## src/rtl/mem_pkg.sv

```systemverilog
// mem_pkg: shared state enum and lane rotate/merge helpers for swap_mem_dp
package mem_pkg;
  localparam int MAX_W = 256;
  localparam int MAX_L = 32;
  localparam int IDX_W = $clog2(MAX_W);
  localparam int LIDX_W = $clog2(MAX_L);
  typedef enum logic {ST_CLEAR, ST_IDLE} state_t;
  function automatic logic [MAX_W-1:0] rot_lanes(input logic [MAX_W-1:0] data, input int lane_w, input int data_w);
    logic [MAX_W-1:0] r = '0;
    for (int i = 0; i < MAX_W; i++)
      if (i < data_w) r[IDX_W'((i + lane_w) % data_w)] = data[i];
    return r;
  endfunction
  function automatic logic [MAX_W-1:0] merge_lanes(input logic [MAX_W-1:0] old, input logic [MAX_W-1:0] nw,
                                                   input logic [MAX_L-1:0] be, input int lane_w);
    logic [MAX_W-1:0] r = '0;
    for (int i = 0; i < MAX_W; i++)
      r[i] = be[LIDX_W'(i / lane_w)] ? nw[i] : old[i];
    return r;
  endfunction
endpackage

```

## src/rtl/swap_mem_rdpipe.sv

```systemverilog
// swap_mem_rdpipe: LAT-deep read valid/data pipeline; ports clk, rst, in_valid/in_data -> out_valid/out_data
module swap_mem_rdpipe #(
  parameter int W = 16,
  parameter int LAT = 1
) (
  input  logic         clk,
  input  logic         rst,
  input  logic         in_valid,
  input  logic [W-1:0] in_data,
  output logic         out_valid,
  output logic [W-1:0] out_data
);
  logic         v [LAT];
  logic [W-1:0] d [LAT];
  always_ff @(posedge clk or posedge rst)
    if (rst) begin
      v[0] <= 1'b0;
      d[0] <= '0;
    end else begin
      v[0] <= in_valid;
      if (in_valid) d[0] <= in_data;
    end
  for (genvar g = 1; g < LAT; g++) begin : g_stage
    always_ff @(posedge clk or posedge rst)
      if (rst) begin
        v[g] <= 1'b0;
        d[g] <= '0;
      end else begin
        v[g] <= v[g-1];
        if (v[g-1]) d[g] <= d[g-1];
      end
  end
  assign out_valid = v[LAT-1];
  assign out_data = d[LAT-1];
endmodule

```

## src/rtl/swap_mem_dp.sv

```systemverilog
// swap_mem_dp: simple dual-port memory with lane rotation, byte enables and clear sweep; ports clk, rst, clr_req, busy, wr_*, rd_*
module swap_mem_dp import mem_pkg::*; #(
  parameter int DATA_W = 16,
  parameter int LANES = 2,
  parameter int ADDR_W = 4,
  parameter int DEPTH = 2**ADDR_W,
  parameter int SWAP_BASE = DEPTH/2,
  parameter int RD_LAT = 1,
  parameter int WRITE_FIRST = 0
) (
  input  logic              clk,
  input  logic              rst,
  input  logic              clr_req,
  output logic              busy,
  input  logic              wr_en,
  input  logic [ADDR_W-1:0] wr_addr,
  input  logic [DATA_W-1:0] wr_data,
  input  logic [LANES-1:0]  wr_be,
  input  logic              rd_en,
  input  logic [ADDR_W-1:0] rd_addr,
  output logic [DATA_W-1:0] rd_data,
  output logic              rd_valid
);
  localparam int LANE_W = DATA_W / LANES;
  logic [DATA_W-1:0] mem [DEPTH];
  state_t            state, state_n;
  logic [ADDR_W-1:0] cnt, cnt_n;
  logic              last, swap, wr_ok, rd_ok, wr_fire, rd_fire, hit;
  logic [LANES-1:0]  wr_lanes;
  logic [DATA_W-1:0] wr_word, wr_old, wr_merged, rd_word;
  assign busy = state == ST_CLEAR;
  assign last = cnt == ADDR_W'(DEPTH - 1);
  assign wr_ok = 32'(wr_addr) < DEPTH;
  assign rd_ok = 32'(rd_addr) < DEPTH;
  assign swap = 32'(wr_addr) >= SWAP_BASE;
  assign wr_fire = wr_en && !busy && wr_ok;
  assign rd_fire = rd_en && !busy;
  assign hit = wr_fire && rd_addr == wr_addr;
  // rotating the enables alongside the data keeps each input lane gated by its own be bit
  assign wr_word = swap ? DATA_W'(rot_lanes(MAX_W'(wr_data), LANE_W, DATA_W)) : wr_data;
  assign wr_lanes = swap ? LANES'(rot_lanes(MAX_W'(wr_be), 1, LANES)) : wr_be;
  assign wr_old = wr_ok ? mem[wr_addr] : '0;
  assign wr_merged = DATA_W'(merge_lanes(MAX_W'(wr_old), MAX_W'(wr_word), MAX_L'(wr_lanes), LANE_W));
  assign rd_word = !rd_ok ? '0 : (WRITE_FIRST != 0 && hit) ? wr_merged : mem[rd_addr];
  always_ff @(posedge clk)
    if (busy) mem[cnt] <= '0;
    else if (wr_fire) mem[wr_addr] <= wr_merged;
  always_ff @(posedge clk or posedge rst)
    if (rst) begin
      state <= ST_CLEAR;
      cnt <= '0;
    end else begin
      state <= state_n;
      cnt <= cnt_n;
    end
  always_comb begin
    state_n = busy ? (last ? ST_IDLE : ST_CLEAR) : (clr_req ? ST_CLEAR : ST_IDLE);
    cnt_n = busy && !last ? cnt + 1'b1 : '0;
  end
  swap_mem_rdpipe #(.W(DATA_W), .LAT(RD_LAT)) u_pipe (
    .clk(clk),
    .rst(rst),
    .in_valid(rd_fire),
    .in_data(rd_word),
    .out_valid(rd_valid),
    .out_data(rd_data)
  );
endmodule

```

## config.mk

```make
export PLATFORM = sky130hd
export DESIGN_NAME = swap_mem_dp
export DESIGN_NICKNAME = d
export VERILOG_FILES = /design/src/rtl/mem_pkg.sv /design/src/rtl/swap_mem_rdpipe.sv /design/src/rtl/swap_mem_dp.sv
export SDC_FILE = /design/constraint.sdc
export NUM_CORES = 1
export LEC_CHECK = 0
export ABC_CLOCK_PERIOD_IN_PS = 4800
export CORE_UTILIZATION = 45
export CTS_BUF_LIST = sky130_fd_sc_hd__clkbuf_16
export DETAILED_ROUTE_END_ITERATION = 10
export PLACE_DENSITY_LB_ADDON = 0.1
export SETUP_SLACK_MARGIN = 0.4
export SYNTH_ARGS = -nofsm -noshare
export SYNTH_HDL_FRONTEND = slang
export SYNTH_SLANG_ARGS = --single-unit
```

## constraint.sdc

```tcl
create_clock -name clk -period 4.8 [get_ports clk]
set_input_delay 0.48 -clock clk [delete_from_list [all_inputs] [get_ports clk]]
set_output_delay 0.48 -clock clk [all_outputs]
set_load 0.005 [all_outputs]
```

Word level (Yosys, flattened, before mapping)
Memories as Yosys holds them, arrays and structs flattened. A register that Yosys moved wholly into a read port is not among the register bits.
Index checks and enable logic that the tools add are counted.
{ "totals": {"reg_bits": 6, "word_cells": 46, "output_inout_bits": 18, "n_memories": 1, "ram_bits": 256} }
{ "mem_list": {"columns": ["name", "words", "width", "read_ports", "rd_ports_with_merged_regs", "write_ports", "line_no", "rtl"], "rows": [
  ["mem", 16, 16, 1, 1, 1, "swap_mem_dp.sv:25", "logic [DATA_W-1:0] mem [DEPTH];"]
]} }
{ "op_classes": {"add_sub_neg": 1, "eq_ne": 3, "n_reduce_logical": 7, "bitwise": 1, "mux": 29, "order_cmp": 1} }
{ "ops": {"columns": ["cell", "n"], "rows": [
  ["2-to-1 mux 16 bit", 2],
  ["2-to-1 mux 1 bit", 23],
  ["OR reduction 16 bit", 1],
  ["2-to-1 mux 4 bit", 2],
  ["adder 4 x 1 -> 4 bit (second input constant)", 1],
  ["equality test 4 bit (second input constant)", 1],
  [">= comparator 4 bit (second input constant)", 1],
  ["2-to-1 mux 2 bit", 2],
  ["AND reduction 2 bit", 2],
  ["logical AND 1 bit", 3],
  ["!= test 1 bit (second input constant)", 2],
  ["zero test 1 bit", 1],
  ["inverter 1 bit", 1]
]} }

Longest topological paths before layout
{ "logic_depth": {"depth_word": 7, "ltp_mapped": 6, "ltp_nobuf": 4} }

Modules after synthesis
Synthesis repeated with hierarchy kept, for this count alone.
{ "hier_totals": {"hier_cells": 584, "area_unflattened_um2": 11463.5} }
{ "modules_own_cells": {"columns": ["mod", "n_inst", "area_per_inst_um2", "cells_each", "seq_area_each_um2"], "rows": [
  ["swap_mem_dp", 1, 10785.3, 548, 7812.5],
  ["swap_mem_rdpipe", 1, 678.2, 36, 425.4]
]} }

Worst setup path before layout
OpenSTA, ideal clock, no wires.
{ "synth_path": {"path_kind": "in2reg", "from": "input wr_be[0]", "to": "memory mem[9][10], enable pin", "setup_time_ps": 370, "path_slack_ps": 2734, "t_arrival_ps": 1695, "path_stages": 5, "path_cell_list": "o211ai_4 > buf_4 > mux2i_1 > nand2_1 > nor2_1"} }
{ "synth_via": {"elab_chain_cells": 5} }
{ "synth_lines": {"columns": ["item", "line_no", "rtl"], "rows": [
  ["start: declaration", "swap_mem_dp.sv:18", "input logic [LANES-1:0] wr_be,"],
  ["2-to-1 mux 2 bit *", "swap_mem_dp.sv:41", "assign wr_lanes = swap ? LANES'(rot_lanes(MAX_W'(wr_be), 1, LANES)) : wr_be;"],
  ["!= test 1 bit (no line)", null, null],
  ["AND reduction 2 bit (no line)", null, null],
  ["OR reduction 16 bit (no line)", null, null],
  ["2-to-1 mux 4 bit (no line) or 2-to-1 mux 2 bit (tied branches)", null, null],
  ["end: declaration", "swap_mem_dp.sv:25", null]
]} }
Mark *: on every way between the ends. The rest lies on a longest branch, timed or not.

Worst setup path after layout
{ "layout_path": {"from": "input wr_be[0]", "to": "memory mem[9][7], enable pin"} }
Same word-level chain as after synthesis.

==> metrics.csv <==
stage,metric,value,unit
floorplanning,initial core utilization,0.461,
timing,Slew @ Worst Pin,1.16,ns
floorplanning,Die H,160,um
worst_setup_path,Setup CP Type,input port to flip-flop,
final_layout,final non-filler cell total,1125,
global_routing,antenna violations before repair,0,
yosys,Syn Area/Cell,15.5,um2
yosys,Cells after Synth,725,
final_layout,ant diodes,0,
cts,TritonCTS clock tree,done,
worst_setup_path,Buffers & Inverters on Critical Path,1,
power,Clk pwr share,0.336,
route,Routed Antenna Nets,0,
worst_setup_path,Crit path required time,5.00,ns
power,Peak VDD IR,0.000253,V
final_layout,ratio of cells with drive above 1 in the final layout,0.101,
timing,TNS Setup,0,ns
cts,clock tree buffer depth,3,
yosys,post-synth top area cell,edfxtp_1,
route,routed len/inst,23.4,um
yosys,Synth Net Count,757,
yosys,library cells used by synthesis,26,
power,Seq pwr share,0.502,
global_routing,total track usage,0.210,
power,combinational power share,0.162,
worst_setup_path,family with the most delay on the worst path,compound AO/OA/AOI/OAI gates,
cts,CTS Hold Buffers Added,0,
worst_setup_path,slowest CP cell,o211ai_4,
global_routing,first-pass GRT wire length,39.6,mm
flow_run,Max Cap Viol,0,
power,PD cells,513,nW/um2
worst_setup_path,Critical Path Start Type,input port,
timing,Final period util,0.601,
power,Int Pwr,4.92,mW
route,WL final,26.3,mm
route,first-pass iteration count of the detailed router,5,
power,Switch Pwr,1.77,mW
cts,number of buffers created by CTS,27,
route,via count,6246,
timing,f_max,347,MHz
min_path,Hold Path Class,input port to async pin,
floorplanning,Die Wd,160,um
yosys,ys async rst share,0.0791,
floorplanning,core area,24400,um2
cts,CTS HTree Levels,1,
yosys,Seq cells post-synth,278,
timing,minimum clock period,2.89,ns
worst_setup_path,worst path cell trace,clkdlybuf4s50_1 > o211ai_4 > nor3b_1 > a31oi_2 > nor2_1,
timing,fin. max-slew vios,0,
global_routing,vias in the first global route,6461,
power,switching share of power,0.265,
global_routing,largest net degree at the start of global routing,93,
placed_design,# port buffers,48,
global_routing,Top Usage Layer GRT,met2,
power,Leak,4.77,nW
placed_design,Final HPWL DP,17.2,mm
worst_setup_path,type of destination of the critical path,flip-flop,
cts,root buf cell,clkbuf_16,
global_routing,GR Overflow Total,0,
yosys,Yosys warning count,0,
final_layout,filler cell count in the final layout,1977,
timing,Hold Slack,0.329,ns
yosys,post-synthesis sequential area ratio,0.733,
yosys,dominant cells by area after synthesis,"edfxtp_1 68%, mux2i_1 13%, dfrtp_1 4.9%, a22oi_1 2.3%, nand2_1 2.3%",
yosys,dominant synthesized flop cell,edfxtp_1,
global_routing,met1 usage in global routing,0.303,
final_layout,post-layout net count,812,
yosys,Post-synth top cells,"256 x edfxtp_1, 149 x mux2i_1, 69 x nand2_1, 54 x nor2_1, 36 x nand3_1",
route,Via density,5.55,
worst_setup_path,Worst EP arrival,3.08,ns
yosys,post-synth top area share,0.684,
yosys,Netlist Area Pre-Place,11200,um2
route,# DRC,0,
timing,RSZ-0062 raised after global routing,false,
route,detailed router's first-iteration violation count,533,
placed_design,gpl congestion,0.837,
cts,Clock Latency Late Sink,0.54,ns
floorplanning,Placement Rows,57,
yosys,number of synthesized flops with an enable pin,256,
worst_setup_path,worst-path fanout max,28,
yosys,top-count cell post-synth,edfxtp_1,
cts,post-CTS setup buffers,0,
cts,Worst-path clk slew,0.06,ns
status,status,"finished, final reports clean",
timing,Hold Fails Final Rpt,0,
global_routing,M3 GR Usage,0.0314,
timing,Worst slew margin,0.226,
placed_design,number of instances in the placed design,1075,
floorplanning,Ports,49,
cts,post-CTS resize count,0,
timing,Final setup viols,0,
timing,Layout Skew,0.0115,ns
floorplanning,die area,25600,um2
cts,CTS sink count,278,
global_routing,met2 Use GR,0.342,
final_layout,P&R area growth vs syn,16.0,%
worst_setup_path,Critical Path Max Stage Delay,0.80,ns
==> worst register-to-register path: cells and delay by family (launching register included) <==
| kind | cells | cell delay, ns |
|---|---|---|
| AND/OR/NAND/NOR | 2 | 1.08 |
| flip-flops | 1 | 0.67 |
| AO/OA/AOI/OAI | 2 | 0.67 |
==> through the flow <==
stage	utilization	instance area, um2	worst slack, ns	power (mW)
floorplan	-	11200	2.73	3.96
global placement	0.496	12100	1.41	4.47
detailed placement	0.496	12100	1.36	4.51
CTS	0.535	13000	1.92	6.74
global route	0.535	13000	1.81	6.96
finish	0.535	13000	1.91	6.69
==> metal layers <==
layer | share of wire | routed length (um) | vias to the layer above
met3 | 0.049 | 1280 | 20
met4 | 0.011 | 277 | 0
li1 | - | - | 2870
met2 | 0.48 | 12600 | 180
met5 | 0 | 0 | -
met1 | 0.46 | 12200 | 3176
==> registers in the layout, indices dropped and copies added, names as in the netlist <==
register          count
cnt                   4
mem                 256
state                 1
u_pipe.out_data      16
u_pipe.out_valid      1
==> kinds of logic after synthesis <==
kind of cell    share of synthesized area
simple gates                       0.0728
compound gates                     0.0378
xor+xnor                         0.000779
fa+ha+maj                         0.00111
mux                                 0.134
flops                               0.733
buf+inv                            0.0214
==> worst paths after layout <==
path	from	end	slack (ns)	cells after the start
setup / recovery	wr_be[0]	mem[9][7]	1.91	5
hold reg to reg	u_pipe.out_data[4]	u_pipe.out_data[4]	0.48	2
hold / removal	rst	state	0.33	3
setup reg to reg	state	mem[9][7]	2.02	4
min in group clk	u_pipe.out_data[4]	u_pipe.out_data[4]	0.48	2
max in group asynchronous	rst	u_pipe.out_data[2]	4.17	3
==> area by class of cell <==
cell class | count | area, um2 | share of cell area
clock buffers | 27 | 676 | 0.0518
clock inverters | 23 | 282 | 0.0216
inverters | 7 | 26.3 | 0.00201
multi-input cells | 402 | 2820 | 0.216
flip-flops and latches | 278 | 8240 | 0.632
well taps | 324 | 405 | 0.0311
repair buffers | 64 | 602 | 0.0461
==> placed cells by master, fill, tap and decap left out, types with 6 or more instances in the layout <==
cell,count
dfrtp_1,22
nor2_1,42
nor2_2,12
nand2_1,69
clkdlybuf4s50_1,47
clkbuf_16,27
inv_1,9
nand4_1,14
a21oi_1,18
mux2i_1,149
bufinv_16,6
a22oi_1,35
buf_4,16
nand3_1,36
edfxtp_1,256
==> power by group through the flow <==
stage,clock network [mW],registers [mW],logic (mW)
6_report,2.25,3.36,1.09
2_1_floorplan,0,3.33,0.629
5_1_grt,2.38,3.40,1.18
3_3_place_gp,0,3.40,1.07
3_5_place_dp,0,3.41,1.10
4_1_cts,2.27,3.36,1.10
Note: power is estimated with default switching activity, not from simulation.
==> patch 1 (config.mk and constraints unchanged) <==
The parameter `LANES` goes from 2 to 1.
--- a/src/rtl/swap_mem_dp.sv
+++ b/src/rtl/swap_mem_dp.sv
@@ -3,3 +3,3 @@
   parameter int DATA_W = 16,
-  parameter int LANES = 2,
+  parameter int LANES = 1,
   parameter int ADDR_W = 4,
Ports: changed (resized wr_be); port bits go from 49 to 48. No check against the original RTL was run, so the function may have changed too.
==> patch 1 against the original RTL <==
  * Via count shrank 7.4%
  * Area after synthesis decreased by 2.2%
  * Design area is 3.0% lower
  * Register-to-register slack lost 0.08 ns
  * Total power is 4.6% lower
  * Critical endpoint is now mem[2][0]
  * Sequential cell count did not move
  * Clock skew shrank 0.0043 ns
  * Critical path depth is 2 lower
  * Hold slack improved by 0.12 ns
  * Worst setup slack better by 0.026 ns
  * Routed wire length fell by 8.0%
  * Largest cell class unchanged
==> patch 1: results (changes against the original RTL) <==
status:
  status: "completed"
placement:
  place_hpwl_um: 15200  # -12%
  port_buffers: 47  # -2.1%
  numPlacedInstances: 1012  # -5.9%
  place_ws_ns: 1.49  # +0.126 ns
  place.gp.congestion: 0.834  # -0.33%
grt:
  grt_max_degree: 90  # -3.2%
  grt_pass1_vias: 6093  # -5.7%
setup_path:
  timing.rr.end: "mem[2][0]"
  r2r_cells: 3  # -1
  worstPathMaxFanout: 21  # -25%
  worstPathArrival_ns: 3.01  # -0.07 ns
detailed_routing:
  viasPerCell: 5.43  # -2.2%
  via_count: 5782  # -7.4%
  drt_iter0_drc: 376  # -29%
  wirelength_um: 24200  # -8.0%
logic_synthesis:
  yosys-mux-area-fraction_pct: 11.6  # -1.7 points
  synthXorXnorAreaFrac_pct: 0.0796  # +0.0017 points
  synth_nets: 705  # -6.9%
  synth_seq_area_share_pct: 74.9  # +1.6 points
  synth_compound_area_share_pct: 3.93  # +0.15 points
  synth_top_area_share_pct: 69.9  # +1.5 points
timing:
  timing_worst_slew_pin_value_ns: 1.26  # +0.0992 ns
  clock-skew-final_ns: 0.00722  # -0.00428 ns
finish:
  drive_gt1_share_pct: 9.26  # -0.85 points
power_and_ir_drop:
  ir_drop_mv: 0.286  # +13%
clock_tree:
  cts_buffers: 29  # +7.4%
patch 1: cell count changes after synthesis, moves of 3 or more:
cell	delta
and3_1	+3
buf_6	+9
and2_1	+15
nor2_1	-33
nand2_1	-11
buf_4	-10
mux2i_1	-21
nand2b_1	-4
patch 1: area by class of cell:
class	instances	area, µm²
Clock inverter	23	181
Clock buffer	29	726
Fill cell	1940	11100
Inverter	6	22.5
Multi-Input combinational cell	354	2540
Timing Repair Buffer	55	544
Tap cell	319	399
Antenna cell	1	2.50
Sequential cell	278	8240
patch 1: worst max path at each step:
stage,startpoint,end,slack (ns),depth (start not counted)
global placement,wr_be,mem[2][13],1.63,4
CTS,state,mem[2][10],1.89,3
detailed placement,wr_en,mem[2][1],1.49,4
global route,state,mem[2][1],1.69,3
floorplan,wr_be,mem[6][0],2.71,4
finish,state,mem[2][0],1.94,3
patch 1: stage by stage:
step,power (W),utilization (%)
5_1_grt,0.00664,53.3
6_report,0.00639,53.3
4_1_cts,0.00645,53.3
3_3_place_gp,0.00429,49.5
2_1_floorplan,0.00387,-
3_5_place_dp,0.00433,49.5
patch 1: power breakdown:
group	switching, W	internal (W)
combinational	0.000601	0.000348
sequential	0.000163	0.00315
clock	0.000875	0.00125
patch 1: worst max-delay path, stage by stage, from the launching register on:
cell and delay [ns]:
dfrtp_1 0.52, and3_1 0.73, a31oi_1 0.33, nor2_2 0.87
patch 1: per-layer routing:
layer / up-vias / track usage [%] / share of wire (%)
met5: - / 0 / 0
met2: 136 / 34.9 / 50
met1: 2927 / 27.2 / 44
met4: 0 / 5.45 / 1.7
met3: 30 / 3.02 / 4.0
li1: 2689 / - / -
==> patch 2 (same flow settings) <==
Made on the original files. Make the reset (`rst`) synchronous in 3 clocked blocks.
--- a/src/rtl/swap_mem_rdpipe.sv
+++ b/src/rtl/swap_mem_rdpipe.sv
@@ -14,3 +14,3 @@
   logic [W-1:0] d [LAT];
-  always_ff @(posedge clk or posedge rst)
+  always_ff @(posedge clk)
     if (rst) begin
@@ -23,3 +23,3 @@
   for (genvar g = 1; g < LAT; g++) begin : g_stage
-    always_ff @(posedge clk or posedge rst)
+    always_ff @(posedge clk)
       if (rst) begin
--- a/src/rtl/swap_mem_dp.sv
+++ b/src/rtl/swap_mem_dp.sv
@@ -47,3 +47,3 @@
     else if (wr_fire) mem[wr_addr] <= wr_merged;
-  always_ff @(posedge clk or posedge rst)
+  always_ff @(posedge clk)
     if (rst) begin
Formal check against the unedited RTL: same outputs for any inputs over 10 cycles, from zero or initial values and one cycle with rst high; that may be too few to reach the edited logic, so the function may still have changed.
==> patch 2 against the original RTL <==
  * Worst setup slack lost 0.12 ns
  * Count of clock-buffer cells in the layout is 2 higher
  * Area after synthesis is 0.89% lower
  * Routed wire length is 6.0% lower
  * First-iteration DRC count grew 8.3%
  * Design area rose by 0.87%
  * Die area down 0.88%
  * Cell count is 13% lower
  * Sequential share of layout area down 0.17 points
  * Sequential cell count is the same
  * Highest routed layer unchanged
Power is not compared: it rests on default switching activity, and its combinational part moved more than twofold at a synthesized area within 25%.
==> patch 2: results (changes against the original RTL) <==
logic_synthesis:
  synth_seq_area_share_pct: 74.4  # +1.1 points
  synth_compound_area_share_pct: 1.71  # -2.1 points
  ys_warn_count: 0  # unchanged
  synth_edf_count: 272  # +6.3%
  synth_nets: 579  # -24%
  yosys-mux-area-fraction_pct: 17.2  # +3.8 points
  synth_common_cells: "edfxtp_1, mux4_2, mux2i_1, nor3_1, nor2_1"
  synthAdderAreaFrac_pct: 0.112  # +0.0010 points
  synth-async-reset-ratio_pct: 0  # -7.9 points
  synthXorXnorAreaFrac_pct: 0.157  # +0.079 points
  netlist_top_cells_area: "edfxtp_1, mux4_2, mux2i_1"
  ys_types: 31  # +19%
  ys.flop_type: "edfxtp_1"
detailed_routing:
  wl_met1_um: 11600  # -5.2%
  wl_met3_um: 1400  # +9.5%
  firstDrtPassIters: 5  # unchanged
  met2_length_um: 11400  # -9.1%
  top_layer_used: "met4"
  wirelength_um: 24800  # -6.0%
  drt_iter0_drc: 577  # +8.3%
  viasPerCell: 5.73  # +3.2%
grt:
  gr-usage-all-layers_pct: 19.8  # -1.2 points
  grt_max_degree: 52  # -44%
  use_met1_pct: 30.7  # +0.38 points
  grt_pass1_wl_um: 36900  # -6.9%
  grt_use_met3_pct: 3.23  # +0.087 points
  grt_pass1_vias: 5631  # -13%
  grt_util_met2_pct: 29.9  # -4.2 points
  antenna_found_initial: 0  # unchanged
timing:
  clock-skew-final_ns: 0.0116  # +0.000151 ns
  fmax_ghz: 0.332  # -4.1%
  final_max_slew_viol_count: 0  # unchanged
  timing_worst_slew_pin_value_ns: 1.25  # +0.0907 ns
  timing.hold.ws_ns: 0.526  # +0.197 ns
setup_path:
  rrSetupSlack_ns: 2.14  # +0.12 ns
  critPathMaxStageDelay_ns: 1.00  # +0.20 ns
  worstPathMaxFanout: 24  # -14%
  timing.rr.end: "mem[11][2]"
  worstPathArrival_ns: 3.15  # +0.07 ns
  r2r-start: "state"
  r2r_cells: 3  # -1
  crit_end: "mem[14][12]"
  slowest_stage: "nor3_1"
placement:
  place.gp.congestion: 0.778  # -6.9%
  port_buffers: 48  # unchanged
  place_hpwl_um: 15700  # -8.6%
  place_ws_ns: 1.23  # -0.132 ns
power_and_ir_drop:
  power.share.switching_pct: 19.8
  ir_drop_mv: 0.275
finish:
  drive_gt1_share_pct: 23.5  # +13 points
  reg.largest.list: "mem (256), u_pipe.d (16), cnt (4)"
  final_nets: 661  # -19%
  n_fill_cell: 1834  # -7.2%
min_path:
  hold_end: "cnt[0]"
  min_path_type: "reg -> reg"
status:
  status: "completed"
clock_tree:
  worstSkewPairLatency_ns: 0.54  # about the same
  cts_buffers: 28  # +3.7%
  root_buffer: "clkbuf_16"
## patch 2: changes by cell type in the layout (fill, tap and decap cells not counted), sizes merged, moves of 29 or more
cell | unedited run | this run
nor2 | 54 | 25
nor3 | 1 | 32
a22oi | 35 | 0
mux4 | 0 | 64
nand2 | 70 | 5
mux2i | 149 | 38
## patch 2: metrics by stage
| step | cells | cell area, µm² | utilization, % | total power, W |
|---|---|---|---|---|
| after floorplan | 547 | 11100 | - | 0.00291 |
| after global placement | 923 | 12100 | 49.9 | 0.00301 |
| after detailed placement | 923 | 12100 | 49.9 | 0.00301 |
| after CTS | 975 | 13200 | 54.1 | 0.00537 |
| after global routing | 975 | 13200 | 54.1 | 0.00549 |
| final | 976 | 13200 | 54.1 | 0.00534 |
## patch 2: cell families after synthesis
kind of cell    Yosys count
buf+inv                  33
mux                     107
flops                   278
compound gates           22
xor+xnor                  2
simple gates            104
fa+ha+maj                 1
## patch 2: layout make-up
type | instances | area (µm²) | share of cell area, %
antenna | 1 | 2.50 | 0.0190
sequential | 278 | 8290 | 63.0
multi-input combinational | 236 | 2690 | 20.5
clock inverter | 23 | 292 | 2.22
timing repair buffer | 83 | 743 | 5.65
tap | 324 | 405 | 3.08
clock buffer | 29 | 726 | 5.52
inverter | 2 | 7.51 | 0.0571
## patch 2: power by group through the flow
stage          combinational, W  clock [W]  sequential, W
3_5_place_dp           0.000240          0        0.00277
3_3_place_gp           0.000240          0        0.00277
5_1_grt                0.000255    0.00251        0.00272
6_report               0.000239    0.00238        0.00272
4_1_cts                0.000241    0.00240        0.00272
2_1_floorplan          0.000149          0        0.00276
## patch 2: critical path: cells and delay by family
kind / cells / cell delay, ns
AOI/OAI and AO/OA: 1 / 0.70
buffers and inverters: 1 / 0.48
muxes: 1 / 0.48
and+or+nand+nor: 1 / 1.00
